==> src/rtl/key_debouncer.sv <==
// Per-key 2-FF synchronizer and debouncer: active-low raw keys in, registered level/press/release out.
// Optional auto-repeat of the press pulse while held is enabled by defining KEY_AUTOREPEAT_EN.
module key_debouncer #(
    parameter int KEYS          = 2,
    parameter int CNT_W         = 20,
    parameter int STABLE_CYCLES = 1000000,
    parameter int REPEAT_DELAY  = 50000000,
    parameter int REPEAT_PERIOD = 10000000
) (
    input  logic            clk100_i,
    input  logic            rst_i,
    input  logic [KEYS-1:0] key_i,
    output logic [KEYS-1:0] key_level_o,
    output logic [KEYS-1:0] key_press_o,
    output logic [KEYS-1:0] key_release_o
);

    typedef enum logic [1:0] {
        IDLE,
        PRESS_WAIT,
        HELD,
        RELEASE_WAIT
    } state_t;

    localparam logic [CNT_W-1:0] CNT_LAST = CNT_W'(STABLE_CYCLES - 1);

`ifdef KEY_AUTOREPEAT_EN
    localparam int RPT_MAX = (REPEAT_DELAY > REPEAT_PERIOD) ? REPEAT_DELAY : REPEAT_PERIOD;
    localparam int RPT_W   = $clog2(RPT_MAX + 1);
    localparam logic [RPT_W-1:0] DELAY_LAST  = RPT_W'(REPEAT_DELAY - 1);
    localparam logic [RPT_W-1:0] PERIOD_LAST = RPT_W'(REPEAT_PERIOD - 1);
`endif

    // The counter must reach STABLE_CYCLES-1 without wrapping, so the range is checked at elaboration.
    if (STABLE_CYCLES < 1 || STABLE_CYCLES > (1 << CNT_W) ||
        REPEAT_DELAY < 1 || REPEAT_PERIOD < 1) begin : g_bad_params
        $error("key_debouncer: illegal parameter value");
    end

    for (genvar k = 0; k < KEYS; k++) begin : g_key
        logic             sync1;
        logic             sync2;
        logic             pressed_s;
        state_t           state;
        logic [CNT_W-1:0] cnt;
`ifdef KEY_AUTOREPEAT_EN
        logic [RPT_W-1:0] rpt_cnt;
        logic             rpt_first;
`endif

        // Synchronizers reset to 1 so that a key reads as released out of reset.
        always_ff @(posedge clk100_i or posedge rst_i) begin
            if (rst_i) begin
                sync1 <= 1'b1;
                sync2 <= 1'b1;
            end else begin
                sync1 <= key_i[k];
                sync2 <= sync1;
            end
        end

        assign pressed_s = ~sync2;

        always_ff @(posedge clk100_i or posedge rst_i) begin
            if (rst_i) begin
                state            <= IDLE;
                cnt              <= '0;
                key_level_o[k]   <= 1'b0;
                key_press_o[k]   <= 1'b0;
                key_release_o[k] <= 1'b0;
`ifdef KEY_AUTOREPEAT_EN
                rpt_cnt          <= '0;
                rpt_first        <= 1'b1;
`endif
            end else begin
                key_press_o[k]   <= 1'b0;
                key_release_o[k] <= 1'b0;
                case (state)
                    IDLE: begin
                        if (pressed_s) begin
                            state <= PRESS_WAIT;
                            cnt   <= '0;
                        end
                    end
                    PRESS_WAIT: begin
                        if (!pressed_s) begin
                            state <= IDLE;
                        end else if (cnt == CNT_LAST) begin
                            state          <= HELD;
                            key_level_o[k] <= 1'b1;
                            key_press_o[k] <= 1'b1;
                        end else begin
                            cnt <= cnt + CNT_W'(1);
                        end
                    end
                    HELD: begin
                        // The repeat counter only advances here; a release glitch merely pauses it.
                        if (!pressed_s) begin
                            state <= RELEASE_WAIT;
                            cnt   <= '0;
                        end
`ifdef KEY_AUTOREPEAT_EN
                        else if (rpt_cnt == (rpt_first ? DELAY_LAST : PERIOD_LAST)) begin
                            key_press_o[k] <= 1'b1;
                            rpt_cnt        <= '0;
                            rpt_first      <= 1'b0;
                        end else begin
                            rpt_cnt <= rpt_cnt + RPT_W'(1);
                        end
`endif
                    end
                    RELEASE_WAIT: begin
                        if (pressed_s) begin
                            state <= HELD;
                        end else if (cnt == CNT_LAST) begin
                            state            <= IDLE;
                            key_level_o[k]   <= 1'b0;
                            key_release_o[k] <= 1'b1;
`ifdef KEY_AUTOREPEAT_EN
                            rpt_cnt          <= '0;
                            rpt_first        <= 1'b1;
`endif
                        end else begin
                            cnt <= cnt + CNT_W'(1);
                        end
                    end
                    default: begin
                        state <= IDLE;
                    end
                endcase
            end
        end
    end

endmodule

==> config.mk <==
export PLATFORM = sky130hd
export DESIGN_NAME = key_debouncer
export DESIGN_NICKNAME = d
export VERILOG_FILES = /design/src/rtl/key_debouncer.sv
export SDC_FILE = /design/constraint.sdc
export NUM_CORES = 1
export LEC_CHECK = 0
export ABC_AREA = 1
export CORE_ASPECT_RATIO = 0.9
export CORE_UTILIZATION = 26
export DETAILED_ROUTE_END_ITERATION = 10
export GPL_ROUTABILITY_DRIVEN = 0
export SETUP_SLACK_MARGIN = 0.1
export SYNTH_ARGS = -nofsm -noshare
export SYNTH_HDL_FRONTEND = slang
export SYNTH_SLANG_ARGS = --single-unit
==> constraint.sdc <==
create_clock -name clk100_i -period 1.8 [get_ports clk100_i]
set_input_delay 0.27 -clock clk100_i [delete_from_list [all_inputs] [get_ports clk100_i]]
set_output_delay 0.27 -clock clk100_i [all_outputs]
set_load 0.01 [all_outputs]
==> flow_summary.yaml <==
synth:
  yosysWarningCount: 0
  synth_top_cell_by_area: "dfrtp_1"
  syn_area_per_cell_um2: 7.739
  ys_seq_area_frac: 0.4382
  synth_top_cells_by_area: "dfrtp_1 (40%), nand2_1 (17%), nor2_1 (4.9%), inv_1 (4.7%), dfstp_2 (3.4%)"
  synth_seq_cells: 54
  synth_nets: 406
  netlist_area_um2: 3095
  ys_types: 29
  synthCells: 400
  synth_top_area_share: 0.4042
clocking:
  htreeDepth: 2
  clockRootBuffer: "clkbuf_16"
  cts_tree: "built"
  cts_buffer_depth: 2
  insertion_delay_ps: 290
  clkTransAtPathRegs_ps: 70
  clock-sinks: 54
  cts_inserted_buffers: 5
placed_design:
  io_buffer_count: 9
  placedCellCount: 563
  placed_area_um2: 3357
  dp_slack_ps: 136.1
  dp_hpwl_um: 4295
critical_path:
  worstSetupStartpoint: "g_key[0].cnt[1]"
  required_ps: 1980
  rr_startpoint: "g_key[0].cnt[1]"
  reg2reg_to: "g_key[0].cnt[15]"
  cp_max_fo: 15
  ff2ff_setup_slack_ps: 230
  crit_path_start_kind: "register"
  reg2reg_depth: 7
  arrival_ps: 1750
  end_kind: "register"
  crit_end: "g_key[0].cnt[15]"
  criticalPathCategory: "reg2reg"
die:
  die_w_um: 117.0
  ios: 10
  num_rows: 37
  coreArea_um2: 11530
  die_area_um2: 12350
  fp.dieH_um: 105.5
  start_util: 0.2685
layout:
  final_common_cell: "nand2_1"
  fillers: 1202
  nets: 431
  drive_gt1_frac: 0.1459
  mostFrequentLayoutCells: "nand2_1 (137), dfrtp_1 (49), nor2_1 (40)"
  multi_input_area_um2: 1538
  layoutNonFillerInstCount: 581
  regArea_um2: 1358
  fin_area_um2: 3603
  n_antenna_cell: 0
  area_growth_pct: 16.41
drt:
  dr_total_vias: 2438
  route.detailed.drc: 0
  wl_um: 5911
  drtIter0Drc: 127
  vias_per_cell: 4.196
  ant_nets: 0
  firstDrtPassIters: 4
  avgRoutedWirePerCell_um: 10.17
power_and_ir_drop:
  p_switching_uw: 513.2
  comb_power_share: 0.061
  p_per_area_nw_per_um2: 644.3
  p_int_mw: 1.808
  ir_drop_mv: 0.3745
  power_frac_clock: 0.393
  swShare: 0.2210
  seqPwrFrac: 0.546
  p_leak_nw: 1.509
timing:
  layout_min_cycle_time_ps: 1569
  hold_viol: 0
  worst_pin_slew_ps: 479.1
  maxSlewViolCount: 0
  min_period_over_period: 0.8717
  fin_setup_tns_ps: 0
  max-slew-margin-rel: 0.6783
  layout_setup_ws_ps: 231.0
  fmax_mhz: 637.3
  setup_viol: 0
  rsz0062_at_grt: "no"
  fin_skew_ps: 5.893
global_routing:
  grt_max_degree: 30
  grt_pass1_vias: 2330
  grt_antenna_before_repair: 0
  grt_pass1_wl_um: 10590
  grt_use_total: 0.1060
  overflow: 0
run_status:
  status: "finished, final reports clean"
flow_run:
  drv_cap: 0
worst_hold_path:
  holdCritPathClass: "in2async"
-- metal layers --
metal	GRT usage	vias up	part of all wire
met3	0.01380	2	0.025
met1	0.1438	1103	0.51
met4	0.04340	0	0.0078
li1	-	1305	-
met5	0	-	0
met2	0.1686	28	0.45
-- power groups by stage --
stage	Clock (mW)	Sequential, mW	Combinational, mW
final	0.913	1.27	0.141
after global routing	0.990	1.27	0.160
after CTS	0.954	1.27	0.123
after detailed placement	0	1.29	0.122
after global placement	0	1.29	0.122
after floorplan	0	1.28	0.0953
-- worst max-delay path: stages (launching register included) --
cell     delay (ps)
dfrtp_1         410
ha_2            240
nand3_2         120
nor2_4          160
nand3_4         120
nand3_4         180
buf_4           180
o21ai_2          50
-- registers in the layout (all words and copies together) (netlist names), named ones only --
register / flops
g_key.sync1: 2
key_press_o: 2
g_key.sync2: 2
g_key.state: 2
key_level_o: 2
key_release_o: 2
g_key.cnt: 40
-- cells by family (layout without fill, tap and decap cells) --
logic type / Yosys count / in the layout / synth area share
and+or+nand+nor: 235 / 235 / 0.3395
DFF: 54 / 54 / 0.4382
buffers and inverters: 49 / 74 / 0.07477
AOI/OAI and AO/OA: 37 / 37 / 0.07195
xor gates and xnor gates: 23 / 23 / 0.06750
adders and majority gates: 2 / 2 / 0.008083
-- through the flow --
stage / power, mW / util / hold WS (ps)
final: 2.322 / 0.3126 / 260.4
after floorplan: 1.378 / - / 274.5
after global routing: 2.421 / 0.3126 / 286.5
after global placement: 1.410 / 0.2912 / 346.6
after CTS: 2.343 / 0.3027 / 272.0
after detailed placement: 1.411 / 0.2912 / 347.9
-- Yosys cell counts --
library cell / number
nor2_2: 8
o21ai_0: 15
nand3_2: 4
inv_1: 39
nand3b_1: 1
buf_4: 2
clkinv_1: 1
o21ai_1: 12
ha_1: 2
nor2_1: 40
nand3_4: 2
xor2_1: 10
inv_2: 2
xnor2_2: 1
nor2_4: 2
buf_6: 3
xnor2_1: 12
dfstp_2: 4
o21ai_2: 10
nand2_4: 1
nand4_1: 11
dfrtp_1: 50
buf_2: 1
and2_1: 3
nand2_1: 138
buf_12: 1
nand2_2: 3
nand3_1: 20
nor3_1: 2
-- worst min path at each step --
stage	end	slack [ps]
6_report	g_key[0].cnt[12]	260
3_5_place_dp	g_key[0].sync2	350
2_1_floorplan	g_key[0].sync1	270
5_1_grt	g_key[0].cnt[12]	290
4_1_cts	g_key[0].cnt[11]	270
3_3_place_gp	g_key[1].sync2	350
-- final cells by class --
type / instances / share of cell area
clock buffers: 7 / 0.03681
inverters: 42 / 0.04375
flip-flops and latches: 54 / 0.3767
well taps: 156 / 0.05417
repair buffers: 25 / 0.06181
multi-input cells: 297 / 0.4267
-- repair_timing --
action | 4_1_cts | 5_1_grt
endpoints found under the setup margin | 0 | 40
setup buffers | 0 | 11
hold buffers | 0 | 0
endpoints found under the hold margin | 0 | 0
resized for setup | 0 | 7
No activity file was read; power rests on OpenSTA's default activity.
